<file path="src/rtl/uart_pkg.sv">
// uart_pkg: shared parity modes, receiver FSM state encoding and parity helper
// Used by uart_rx_param now and by the parametrised transmitter later.
package uart_pkg;
   localparam int PAR_NONE = 0;
   localparam int PAR_ODD  = 1;
   localparam int PAR_EVEN = 2;
   localparam logic [2:0] ST_IDLE  = 3'd0;
   localparam logic [2:0] ST_START = 3'd1;
   localparam logic [2:0] ST_DATA  = 3'd2;
   localparam logic [2:0] ST_PAR   = 3'd3;
   localparam logic [2:0] ST_STOP  = 3'd4;
   localparam logic [2:0] ST_WAIT  = 3'd5;
   // Parity bit to transmit/expect for data d (zero-extended to 9 bits).
   // Odd: data plus parity bit holds an odd number of ones.
   function automatic logic parity_bit(input logic [8:0] d, input int mode);
      return (mode == PAR_ODD) ? ~^d : ^d;
   endfunction
endpackage

</file>
<file path="src/rtl/uart_rx_sync.sv">
// uart_rx_sync: 2-flop synchroniser with falling-edge detect
// Ports: clk, rst_n (async active-low), din (async input),
//        dout (synchronised level, resets to 1), fall (1->0 transition flag).
module uart_rx_sync (
   input  logic clk,
   input  logic rst_n,
   input  logic din,
   output logic dout,
   output logic fall
);
   logic s1;
   always_ff @(posedge clk or negedge rst_n)
      if (!rst_n) {s1, dout} <= 2'b11;
      else        {s1, dout} <= {din, s1};
   // Flags the cycle before dout drops, so a timer cleared on fall starts
   // counting exactly on the first low cycle of dout.
   assign fall = dout & ~s1;
endmodule

</file>
<file path="src/rtl/uart_rx_param.sv">
// uart_rx_param: parametrised UART receiver with 3-sample majority vote and valid/ready output
// Ports: clk, rst_n (async active-low), rx (async serial in, idle high),
//        data_out/data_valid/data_ready (word handshake), frame_err/parity_err
//        (qualify data_out), overrun (pulse on dropped frame), busy (FSM not idle).
module uart_rx_param
   import uart_pkg::*;
#(
   parameter int CLK_DIV   = 2500,
   parameter int DATA_BITS = 8,
   parameter int PARITY    = 0,
   parameter int STOP_BITS = 1
) (
   input  logic                 clk,
   input  logic                 rst_n,
   input  logic                 rx,
   output logic [DATA_BITS-1:0] data_out,
   output logic                 data_valid,
   input  logic                 data_ready,
   output logic                 frame_err,
   output logic                 parity_err,
   output logic                 overrun,
   output logic                 busy
);
   localparam int H  = CLK_DIV / 2;
   localparam int TW = $clog2(CLK_DIV);
   localparam int BW = $clog2(DATA_BITS);
   localparam logic [TW-1:0] T_HM1  = TW'(H - 1);
   localparam logic [TW-1:0] T_H    = TW'(H);
   localparam logic [TW-1:0] T_HP1  = TW'(H + 1);
   localparam logic [TW-1:0] T_LAST = TW'(CLK_DIV - 1);

   logic                 rx_s, fall;
   logic [2:0]           state;
   logic [TW-1:0]        tick;
   logic [BW-1:0]        bit_cnt;
   logic                 stop_cnt;
   logic [DATA_BITS-1:0] shreg;
   logic                 sa, sb, ferr_acc, perr_r;
   logic                 vote, at_vote, wrap, last_stop, complete, load;

   uart_rx_sync u_sync (
      .clk  (clk),
      .rst_n(rst_n),
      .din  (rx),
      .dout (rx_s),
      .fall (fall)
   );

   // Third sample is rx_s itself, so the vote is valid on the H+1 tick.
   assign vote      = (sa & sb) | (sa & rx_s) | (sb & rx_s);
   assign at_vote   = tick == T_HP1;
   assign wrap      = tick == T_LAST;
   assign last_stop = stop_cnt == 1'(STOP_BITS - 1);
   assign complete  = (state == ST_STOP) && at_vote && last_stop;
   assign load      = complete && (!data_valid || data_ready);
   assign busy      = state != ST_IDLE;

   always_ff @(posedge clk or negedge rst_n)
      if (!rst_n) begin
         state    <= ST_IDLE;
         tick     <= '0;
         bit_cnt  <= '0;
         stop_cnt <= 1'b0;
         shreg    <= '0;
         sa       <= 1'b1;
         sb       <= 1'b1;
         ferr_acc <= 1'b0;
         perr_r   <= 1'b0;
      end else begin
         tick <= (state == ST_IDLE || state == ST_WAIT || wrap) ? '0 : tick + 1'b1;
         if (tick == T_HM1) sa <= rx_s;
         if (tick == T_H)   sb <= rx_s;
         case (state)
            ST_IDLE:
               if (fall) begin
                  state    <= ST_START;
                  ferr_acc <= 1'b0;
                  perr_r   <= 1'b0;
               end
            ST_START:
               if (at_vote && vote) state <= ST_IDLE;
               else if (wrap) begin
                  state   <= ST_DATA;
                  bit_cnt <= '0;
               end
            ST_DATA: begin
               if (at_vote) shreg <= {vote, shreg[DATA_BITS-1:1]};
               if (wrap) begin
                  bit_cnt <= bit_cnt + 1'b1;
                  if (bit_cnt == BW'(DATA_BITS - 1)) begin
                     state    <= (PARITY != PAR_NONE) ? ST_PAR : ST_STOP;
                     stop_cnt <= 1'b0;
                  end
               end
            end
            ST_PAR: begin
               if (at_vote) perr_r <= vote != parity_bit(9'(shreg), PARITY);
               if (wrap) state <= ST_STOP;
            end
            ST_STOP: begin
               if (at_vote && !vote) ferr_acc <= 1'b1;
               // A low final stop bit means the line may be held low (break);
               // park in WAIT until it returns high to avoid retriggering.
               if (complete) state <= vote ? ST_IDLE : ST_WAIT;
               else if (wrap) stop_cnt <= stop_cnt + 1'b1;
            end
            ST_WAIT:
               if (rx_s) state <= ST_IDLE;
            default:
               state <= ST_IDLE;
         endcase
      end

   always_ff @(posedge clk or negedge rst_n)
      if (!rst_n) begin
         data_out   <= '0;
         data_valid <= 1'b0;
         frame_err  <= 1'b0;
         parity_err <= 1'b0;
         overrun    <= 1'b0;
      end else begin
         data_valid <= load | (data_valid & ~data_ready);
         overrun    <= complete & ~load;
         if (load) begin
            data_out   <= shreg;
            frame_err  <= ferr_acc | ~vote;
            parity_err <= (PARITY != PAR_NONE) & perr_r;
         end
      end
endmodule
</file>
<file path="config.mk">
export PLATFORM = sky130hd
export DESIGN_NAME = uart_rx_param
export DESIGN_NICKNAME = d
export VERILOG_FILES = /design/src/rtl/uart_pkg.sv /design/src/rtl/uart_rx_sync.sv /design/src/rtl/uart_rx_param.sv
export SDC_FILE = /design/constraint.sdc
export NUM_CORES = 1
export LEC_CHECK = 0
export CORE_ASPECT_RATIO = 0.6
export CORE_MARGIN = 4
export CORE_UTILIZATION = 35
export CTS_BUF_LIST = sky130_fd_sc_hd__clkbuf_16
export CTS_CLUSTER_DIAMETER = 50
export DETAILED_ROUTE_END_ITERATION = 8
export GPL_ROUTABILITY_DRIVEN = 0
export HOLD_SLACK_MARGIN = 0.12
export PLACE_DENSITY_LB_ADDON = 0.12
export SLEW_MARGIN = 25
export SYNTH_ARGS = -nofsm -noshare
export SYNTH_HDL_FRONTEND = slang
export SYNTH_SLANG_ARGS = --single-unit
</file>
<file path="constraint.sdc">
create_clock -name clk -period 2.85 [get_ports clk]
set_input_delay 0.855 -clock clk [delete_from_list [all_inputs] [get_ports clk]]
set_output_delay 0.855 -clock clk [all_outputs]
set_load 0.1 [all_outputs]
</file>
Word level (Yosys, flattened, before mapping)
Cells that the tools add are included. Widths: inputs -> output; s select.

Output and inout port bits: 13. Input port bits: 4. Logic and storage cells: 97. Bits in registers: 43.

$add $sub $neg: 3. Mux-type cells: 23. Reductions and logical operators: 20. Bitwise operators: 15. Equality and inequality tests: 22.

Operators by type and width (number): $eq 12x11->1 const B (3); $mux 3 (12); $ne 2x2->1 const B (9); $pmux 3 s6 (1); $add 12x1->12 const B (1); $eq 12x12->1 const B (1); $mux 12 (1); $eq 3x3->1 const B (3); $reduce_and 7->1 (1); $and 1x1->1 (6); $eq 3x2->1 const B (2); $mux 1 (6); $pmux 3 s2 (1); $reduce_bool 2->1 (3); $logic_and 1x1->1 (5); $not 1->1 (5); $reduce_and 5->1 (1); $ne 2x1->1 const B (2); $or 1x1->1 (4); $pmux 1 s2 (2); $reduce_and 4->1 (1); $add 3x1->3 const B (1); $eq 3x1->1 const B (1); $logic_not 3->1 (1); 7 further kinds (10).

Depth between registers and ports, before layout
Gate-level depths: netlist of the first run.

Word-level depth: 7. Depth in mapped cells: 7. Mapped depth without buffers: 6.

Modules after synthesis
A second synthesis of the first run with hierarchy kept.

Cell total of the unflattened synthesis: 182. Area, all modules: 2039.5 µm².

By module, submodules not included: uart_rx_param (area an instance 1973.1 µm², instances 1, seq. area each 1028.5 µm², cells each 179); uart_rx_sync (area an instance 66.3 µm², instances 1, seq. area each 52.6 µm², cells each 3).

Worst setup path before layout of the first run
OpenSTA, ideal clock, no wires.

Path kind: register to output. Start point: register state[2]. End point: output busy. Cell stages (with the launch flop): 3. Path slack: 0.609 ns. Arrival time: 1.386 ns. Path buffers: 1. Data required time: 1.995 ns. Cell sequence: dfrtp_1 -> clkbuf_1 -> or3_1.

Longest elaborated chain between the ends: 1.

Ends and longest elaborated chain: start, declared (RTL line uart_rx_param.sv:33) `logic [2:0] state;`; start signal, assigned (RTL line uart_rx_param.sv:91) `state <= (PARITY != PAR_NONE) ? ST_PAR : ST_STOP;`; start signal, assigned (RTL line uart_rx_param.sv:104) `if (complete) state <= vote ? ST_IDLE : ST_WAIT;`; $reduce_bool 3->1 (RTL line uart_rx_param.sv:56) `assign busy = state != ST_IDLE;`; end, declared (RTL line uart_rx_param.sv:22) `output logic busy`.

No other way between the ends.

Final worst setup path of the first run
Ends and elaborated chain as after synthesis.

==> results of run 1 <==
per-layer routing:
metal,vias up,global-route usage (%)
li1,655,-
met1,666,17.10
met2,33,18.22
met3,7,4.066
met4,0,6.462
met5,-,0
sequential cells by signal (all words and copies together), names as in the netlist:
signal and flops:
shreg 8, stop_cnt 1, u_sync.s1 1, u_sync.dout 1
state 3, overrun 1, tick 12, data_valid 1
sa 1, frame_err 1, bit_cnt 3, ferr_acc 1
data_out 8, sb 1
cells by family (layout without fill, tap and decap cells):
logic type,after synthesis,in the layout,synth area share (%)
AO/OA/AOI/OAI,20,20,6.424
XOR/XNOR,11,11,4.756
adder cells (fa/ha/maj),6,6,3.582
buffers and inverters,11,30,2.285
flip-flops,43,43,53.37
multiplexers,19,19,10.50
other,1,1,0.1851
AND/OR/NAND/NOR,67,67,18.90
worst max-delay path by stage:
stage,start,to,slack [ns],cells after the start
finish,state[2],busy,0.48,2
detailed placement,data_ready,data_out[5],0.50,5
floorplan,state[2],busy,0.61,2
global route,state[2],busy,0.42,2
CTS,state[2],busy,0.47,2
global placement,data_ready,data_out[6],0.54,5
through the flow:
stage / hold slack [ns] / power (mW)
after global routing: 0.3860 / 1.571
after global placement: 0.3679 / 0.9560
after detailed placement: 0.3706 / 0.9667
after floorplan: 0.3608 / 0.8919
final: 0.3798 / 1.503
after CTS: 0.3797 / 1.522
synthesized netlist by cell type (all sizes together) (2+ instances only):
library cell	n	area share, %
clkbuf	4	0.74
nand2	13	2.4
a22o	2	0.86
nor3b	3	1.1
xnor2	4	1.7
nand4	2	0.62
nand2b	2	0.62
nor3	3	0.74
nor2	23	4.3
and2	2	0.62
dfrtp	39	48
o21ai	8	2.0
xor2	7	3.0
dfstp	4	5.2
mux2	18	10
a21oi	3	0.74
and3	3	0.93
ha	5	3.1
buf	2	0.62
nand3	7	2.3
inv	5	0.93
cell type report:
class | instances | area, um^2
clock inverters | 3 | 15.01
fillers | 533 | 3226
well taps | 80 | 100.1
repair buffers | 17 | 132.6
inverters | 5 | 18.77
flip-flops and latches | 43 | 1081
clock buffers | 5 | 125.1
multi-input cells | 124 | 898.4
power groups by stage:
| stage | combinational, mW | clock, mW | sequential [mW] |
|---|---|---|---|
| after floorplan | 0.219 | 0 | 0.672 |
| after global placement | 0.263 | 0 | 0.693 |
| after detailed placement | 0.269 | 0 | 0.697 |
| after CTS | 0.272 | 0.565 | 0.685 |
| after global routing | 0.297 | 0.583 | 0.690 |
| final | 0.269 | 0.548 | 0.686 |
worst max-delay path, delay by kind of cell (launching register included):
kind,cells,cell delay [ns]
AND/OR/NAND/NOR,1,0.46
flip-flops,1,0.52
buffers and inverters,1,0.25
==> results.toml, run 1 <==
[run_status]
status = "completed"

[power_and_ir_drop]
comb_power_share_pct = 17.9
internal_power_mw = 1.044
leakage_nw = 1.090
pwr_density_cell_nw_per_um2 = 633.9
seqPwrFrac_pct = 45.6
switchingPower_uw = 458.8
p_sw_share_pct = 30.53
p_clk_share_pct = 36.4
peakVddDrop_mv = 0.4333

[timing]
drv_slew = 0
rsz0062_at_grt = "false"
setup_viol = 0
worst_slew_pin_slew_ns = 0.5471
skew_ns = 0.001567
period_share_pct = 82.99
tns_ns = 0
slew_headroom_pct = 63.52
hold_violations = 0
max_freq_mhz = 422.8
finalCriticalPeriod_ns = 2.365
setup_slack_ns = 0.4848

[hold_path]
min_to = "u_sync.dout"
hold_depth = 0
min_from = "u_sync.s1"
min_path_type = "reg2reg"

[clock_network]
insertion_delay_ns = 0.28
clkTransAtPathRegs_ns = 0.06
postCtsSetupRepairBufs = 0
cts_resized = 0
clockBufferDepth = 2
cts_tree = "built"
hold_buffers = 0
cts_root_buf = "clkbuf_16"
htreeDepth = 2
numClockSinks = 43
cts_made_buffers = 5

[critical_path]
worstPathCellList = "or3_1, buf_4"
path_class = "reg2out"
crit_path_max_fanout = 13
slowest_delay_ns = 0.52
slowest_stage = "dfrtp_1"
rrSetupSlack_ns = 0.77
r2r-start = "tick[0]"
reg2reg_to = "data_out[5]"
cp-start-kind = "flip-flop"
worstPathArrival_ns = 1.51
r2r_cells = 6
cp-end-kind = "primary output"
crit_required_ns = 2.00

[logic_synthesis]
ys_ff_latch = 43
synth_area_per_cell_um2 = 11.38
synthArstFlopShare_pct = 100.0
synth-main-ff-cell = "dfrtp_1"
syn_area_um2 = 2026
yosysSeqAreaShare_pct = 53.37
synth_edf_count = 0
syn_inst = 178
synth_cell_types = 42
syn-num-nets = 187
yosys_warnings = 0

[routing]
wl_per_cell_um = 14.60
viasPerCell = 4.913
dr_wl_met2_mm = 1.666
drtPass1Iterations = 4
routed_wl_mm = 4.044
vias = 1361
drt-initial-drc-count = 40
dr_wl_met3_um = 227
postRouteAntennaNets = 0
drc = 0
routed.top_layer = "met4"
wl_met1_mm = 2.078

[floorplan]
floorplan.initialDensity_pct = 36.19
die_x_um = 106.2
core_um2 = 5597
die-height_um = 66.93
ios = 17
rows = 21
die_area_um2 = 7109

[final_layout]
final_cell_mix = "39 x dfrtp_1, 23 x nor2_1, 18 x mux2_2"
final_common_cell = "dfrtp_1"
layout.nets = 205
syn_to_final_growth_pct = 17.05
drive_above_1_share_pct = 23.86
post-route-util_pct = 42.37
insertedDiodeCount = 0
fin_cells = 277
stdcell_area_um2 = 2371

[place]
dpl_cell_area_um2 = 2228
dp_worst_setup_slack_ns = 0.4966
dp_cells = 269
portBuffers = 15
hpwlAfterDp_mm = 2.895

[global_routing]
grt_pass1_wl_mm = 6.817
overflow = 0
grt_max_degree = 44
antenna_found_initial = 0
grt_use_total_pct = 12.68
grt_pass1_vias = 1415

[job]
maxCapViolCount = 0
(Power assumes the default switching activity.)
==> run 2: changes to the inputs <==
==> constraint.sdc (replaced) <==
create_clock -name clk -period 2.3 [get_ports clk]
set_input_delay 0.69 -clock clk [delete_from_list [all_inputs] [get_ports clk]]
set_output_delay 0.69 -clock clk [all_outputs]
set_load 0.1 [all_outputs]
==> results.toml, run 2 (synthesis gave the netlist of run 1 again) <==
[run_status]
status = "completed"

[final_layout]
fin_cells = 279
post-route-util_pct = 43.75
stdcell_area_um2 = 2449
fillCellCount = 531
final_common_cell = "dfrtp_1"
final_cell_mix = "39 x dfrtp_1, 23 x nor2_1, 18 x mux2_2"
reg.largest.list = "tick (12), data_out (8), shreg (8)"
largest_reg_flops = 12
largest-register = "tick"
insertedDiodeCount = 0
layout.nets = 207
drive_above_1_share_pct = 25.63
syn_to_final_growth_pct = 20.88

[routing]
postRouteAntennaNets = 0
drc = 0
drt-initial-drc-count = 59
vias = 1367
wl_per_cell_um = 14.00
viasPerCell = 4.900
drtPass1Iterations = 4
routed_wl_mm = 3.907

[clock_network]
cts_made_buffers = 5
clkTransAtPathRegs_ns = 0.06
clockBufferDepth = 2
insertion_delay_ns = 0.29
cts_tree = "built"
cts_resized = 0
postCtsSetupRepairBufs = 0
htreeDepth = 2
hold_buffers = 0
cts_root_buf = "clkbuf_16"
numClockSinks = 43

[place]
hpwlAfterDp_mm = 2.877
dp_cells = 271
dpl_cell_area_um2 = 2256
portBuffers = 15

[power_and_ir_drop]
pwr_density_cell_nw_per_um2 = 864.4
finalPower_mw = 2.117
p_clk_share_pct = 43.0
peakVddDrop_mv = 0.5249
seqPwrFrac_pct = 40.0
p_sw_share_pct = 26.97
switchingPower_uw = 570.9
comb_power_share_pct = 17.0
internal_power_mw = 1.546
leakage_nw = 1.130

[critical_path]
worstPathCellList = "or3_1, buf_12"
crit_path_max_fanout = 13
worst-path-buf-inv = 1
worstPathArrival_ns = 1.40
crit_required_ns = 1.61
cp-end-kind = "primary output"
slowest_stage = "dfrtp_1"
path_class = "reg2out"
critPathTopFamily = "flip-flops"
cp-start-kind = "flip-flop"
slowest_delay_ns = 0.50

[timing]
tns_ns = 0
finalCriticalPeriod_ns = 2.093
skew_ns = 0.005319
period_share_pct = 91.00
worst_slew_pin_slew_ns = 0.5407
rsz0062_at_grt = "false"
max_freq_mhz = 477.8
hold_violations = 0
slew_headroom_pct = 63.95
drv_slew = 0
setup_viol = 0

[job]
maxCapViolCount = 0

[global_routing]
grt_use_total_pct = 13.08
grt_max_degree = 44
antenna_found_initial = 0
overflow = 0
grt_pass1_vias = 1405
grt_pass1_wl_mm = 6.982

[floorplan]
die_x_um = 106.2
floorplan.initialDensity_pct = 36.19
core_um2 = 5597
ios = 17
die_area_um2 = 7109
rows = 21
die-height_um = 66.93

[hold_path]
min_path_type = "reg2reg"
## run 2: cell count changes in the layout (fill, tap and decap cells not counted)
cell | previous run | this run
bufinv_16 | 0 | 2
clkinv_1 | 2 | 0
buf_2 | 0 | 1
buf_12 | 0 | 1
## run 2: power by group through the flow
stage                     sequential (mW)  combinational [mW]  clock, mW
final                               0.847               0.360      0.909
after global routing                0.855               0.404      0.966
after CTS                           0.847               0.367      0.940
after detailed placement            0.861               0.364          0
after global placement              0.858               0.356          0
after floorplan                     0.833               0.272          0
## run 2: worst register-to-register path, cell delays in order, from the launching register on
cell and delay (ns):
dfrtp_1 0.43, ha_1 0.29, and3_1 0.26, nand3_4 0.15
nor4b_4 0.23, buf_4 0.22, mux2_2 0.36
## run 2: path summary, 6_finish.rpt
check	startpoint	to	slack, ns	cells after the start
setup reg to reg	tick[0]	data_out[5]	0.25	6
min in group asynchronous	rst_n	shreg[2]	0.46	2
hold / removal	u_sync.s1	u_sync.dout	0.38	0
hold reg to reg	u_sync.s1	u_sync.dout	0.38	0
setup / recovery	state[1]	busy	0.21	2
max in group asynchronous	rst_n	u_sync.s1	1.44	2
## run 2: metal layers
layer  share of wire [%]  wire, um  GRT usage [%]
met1                  51      1983          17.67
met2                  42      1623          19.09
met3                 6.1       239          5.421
met4                 1.5        60          3.877
met5                   0         0              0
## run 2: per-stage QoR
stage	hold WS, ns	worst slack (ns)
after CTS	0.3839	0.2008
after global routing	0.3857	0.1297
after detailed placement	0.3749	0.1044
after global placement	0.3681	0.1512
final	0.3843	0.2071
after floorplan	0.3608	0.2242
## run 2: cell type report
class	instances	area, um^2	area share, %
sequential	43	1081	44.15
timing repair buffer	19	157.7	6.438
inverter	5	18.77	0.7665
tap	80	100.1	4.088
clock buffer	5	125.1	5.110
clock inverter	3	67.56	2.759
multi-input combinational	124	898.4	36.69
==> run 3: changes to the inputs <==
--- a/config.mk
+++ b/config.mk
@@ -13,7 +13,6 @@
 export DETAILED_ROUTE_END_ITERATION = 8
 export GPL_ROUTABILITY_DRIVEN = 0
 export HOLD_SLACK_MARGIN = 0.12
-export PLACE_DENSITY_LB_ADDON = 0.12
 export SLEW_MARGIN = 25
 export SYNTH_ARGS = -nofsm -noshare
 export SYNTH_HDL_FRONTEND = slang
==> results.toml, run 3 (synthesis gave the netlist of run 1 again) <==
[timing]
setup_viol = 0
tns_ns = 0
slew_headroom_pct = 63.84
hold_violations = 0
skew_ns = 0.007290
worst_slew_pin_slew_ns = 0.5424
rsz0062_at_grt = "false"
drv_slew = 0
max_freq_mhz = 473.6
finalCriticalPeriod_ns = 2.111
period_share_pct = 91.80

[clock_network]
clkTransAtPathRegs_ns = 0.06
numClockSinks = 43
insertion_delay_ns = 0.29
cts_resized = 0
htreeDepth = 2
cts_root_buf = "clkbuf_16"
hold_buffers = 0
clockBufferDepth = 2
cts_made_buffers = 5
cts_tree = "built"
postCtsSetupRepairBufs = 0

[final_layout]
syn_to_final_growth_pct = 19.27
final_common_cell = "dfrtp_1"
seq_area_um2 = 1081
drive_above_1_share_pct = 26.37
fillCellCount = 543
reg.largest.list = "tick (12), data_out (8), shreg (8)"
largest-register = "tick"
final_cell_mix = "39 x dfrtp_1, 23 x nor2_1, 18 x mux2_2"
layout.nets = 209
multi_input_area_um2 = 898.4
largest_reg_flops = 12
stdcell_area_um2 = 2416
insertedDiodeCount = 0

[floorplan]
die_area_um2 = 7109
floorplan.initialDensity_pct = 36.19
core_um2 = 5597
ios = 17
die-height_um = 66.93
rows = 21
die_x_um = 106.2

[critical_path]
worst-path-buf-inv = 1
rrSetupSlack_ns = 0.25
r2r-start = "tick[0]"
worstPathCellList = "or3_1, buf_12"
crit_required_ns = 1.61
r2r_cells = 6
crit_path_max_fanout = 9
slowest_delay_ns = 0.48
critPathLaunch = "state[0]"
cp-end-kind = "primary output"
path_class = "reg2out"
reg2reg_to = "data_out[5]"
endpoint = "busy"
cp-start-kind = "flip-flop"
path_depth = 2
worstPathArrival_ns = 1.42
critPathTopFamily = "flip-flops"
slowest_stage = "dfrtp_1"

[global_routing]
overflow = 0
antenna_found_initial = 0
grt_pass1_wl_mm = 6.665
grtUsageMet2_pct = 14.91
grt_busiest_layer = "met1"
grt_use_total_pct = 12.35
grt_max_degree = 44
grtUsageMet1_pct = 19.18
gr-usage-met3_pct = 3.291
grt_pass1_vias = 1297

[routing]
postRouteAntennaNets = 0
routed_wl_mm = 3.822
vias = 1351
drtPass1Iterations = 4
drc = 0
wl_per_cell_um = 13.60
viasPerCell = 4.808
drt-initial-drc-count = 74

[power_and_ir_drop]
pwr_density_cell_nw_per_um2 = 792.9
finalPower_mw = 1.916
peakVddDrop_mv = 0.5007
leakage_nw = 1.116

[hold_path]
min_path_type = "reg2reg"

[run_status]
status = "completed"

[job]
maxCapViolCount = 0

[place]
hpwlAfterDp_mm = 2.734
dpl_cell_area_um2 = 2271
portBuffers = 15
run 3: how the worst min path moves through the flow:
stage / slack (ns) / cells past startpoint / to / from
final: 0.38 / 0 / u_sync.dout / u_sync.s1
after global routing: 0.38 / 0 / u_sync.dout / u_sync.s1
after CTS: 0.38 / 0 / u_sync.dout / u_sync.s1
after detailed placement: 0.37 / 0 / u_sync.dout / u_sync.s1
after global placement: 0.37 / 0 / u_sync.dout / u_sync.s1
after floorplan: 0.36 / 0 / u_sync.dout / u_sync.s1
run 3: worst register-to-register path: cells and delay by family, from the launching register on:
| family | cells | cell delay (ns) |
|---|---|---|
| muxes | 1 | 0.35 |
| and+or+nand+nor | 3 | 0.64 |
| DFF | 1 | 0.43 |
| buffers and inverters | 1 | 0.22 |
| adders and majority gates | 1 | 0.30 |
run 3: metal layers:
metal  vias to the layer above  part of all wire [%]
li1                        660                     -
met1                       657                    56
met2                        28                    37
met3                         6                   4.9
met4                         0                   2.1
met5                         -                     0
run 3: final cells by class:
type | instances | share of cell area, %
inverters | 5 | 0.7768
clock inverters | 3 | 0.8286
multi-input cells | 124 | 37.18
well taps | 80 | 4.143
flip-flops and latches | 43 | 44.74
clock buffers | 5 | 5.179
repair buffers | 21 | 7.147
run 3: power breakdown:
group          internal [mW]  switching (mW)
combinational          0.143           0.231
sequential             0.790          0.0594
clock                  0.400           0.293
total                   1.33           0.583
run 3: metrics by stage:
step	std cells	worst slack [ns]	util, %	hold slack (ns)
2_1_floorplan	178	0.2242	-	0.3608
3_5_place_dp	273	0.1177	40.58	0.3711
4_1_cts	281	0.1827	43.17	0.3802
6_report	281	0.1886	43.17	0.3801
3_3_place_gp	273	0.1472	40.58	0.3651
5_1_grt	281	0.05850	43.17	0.3835
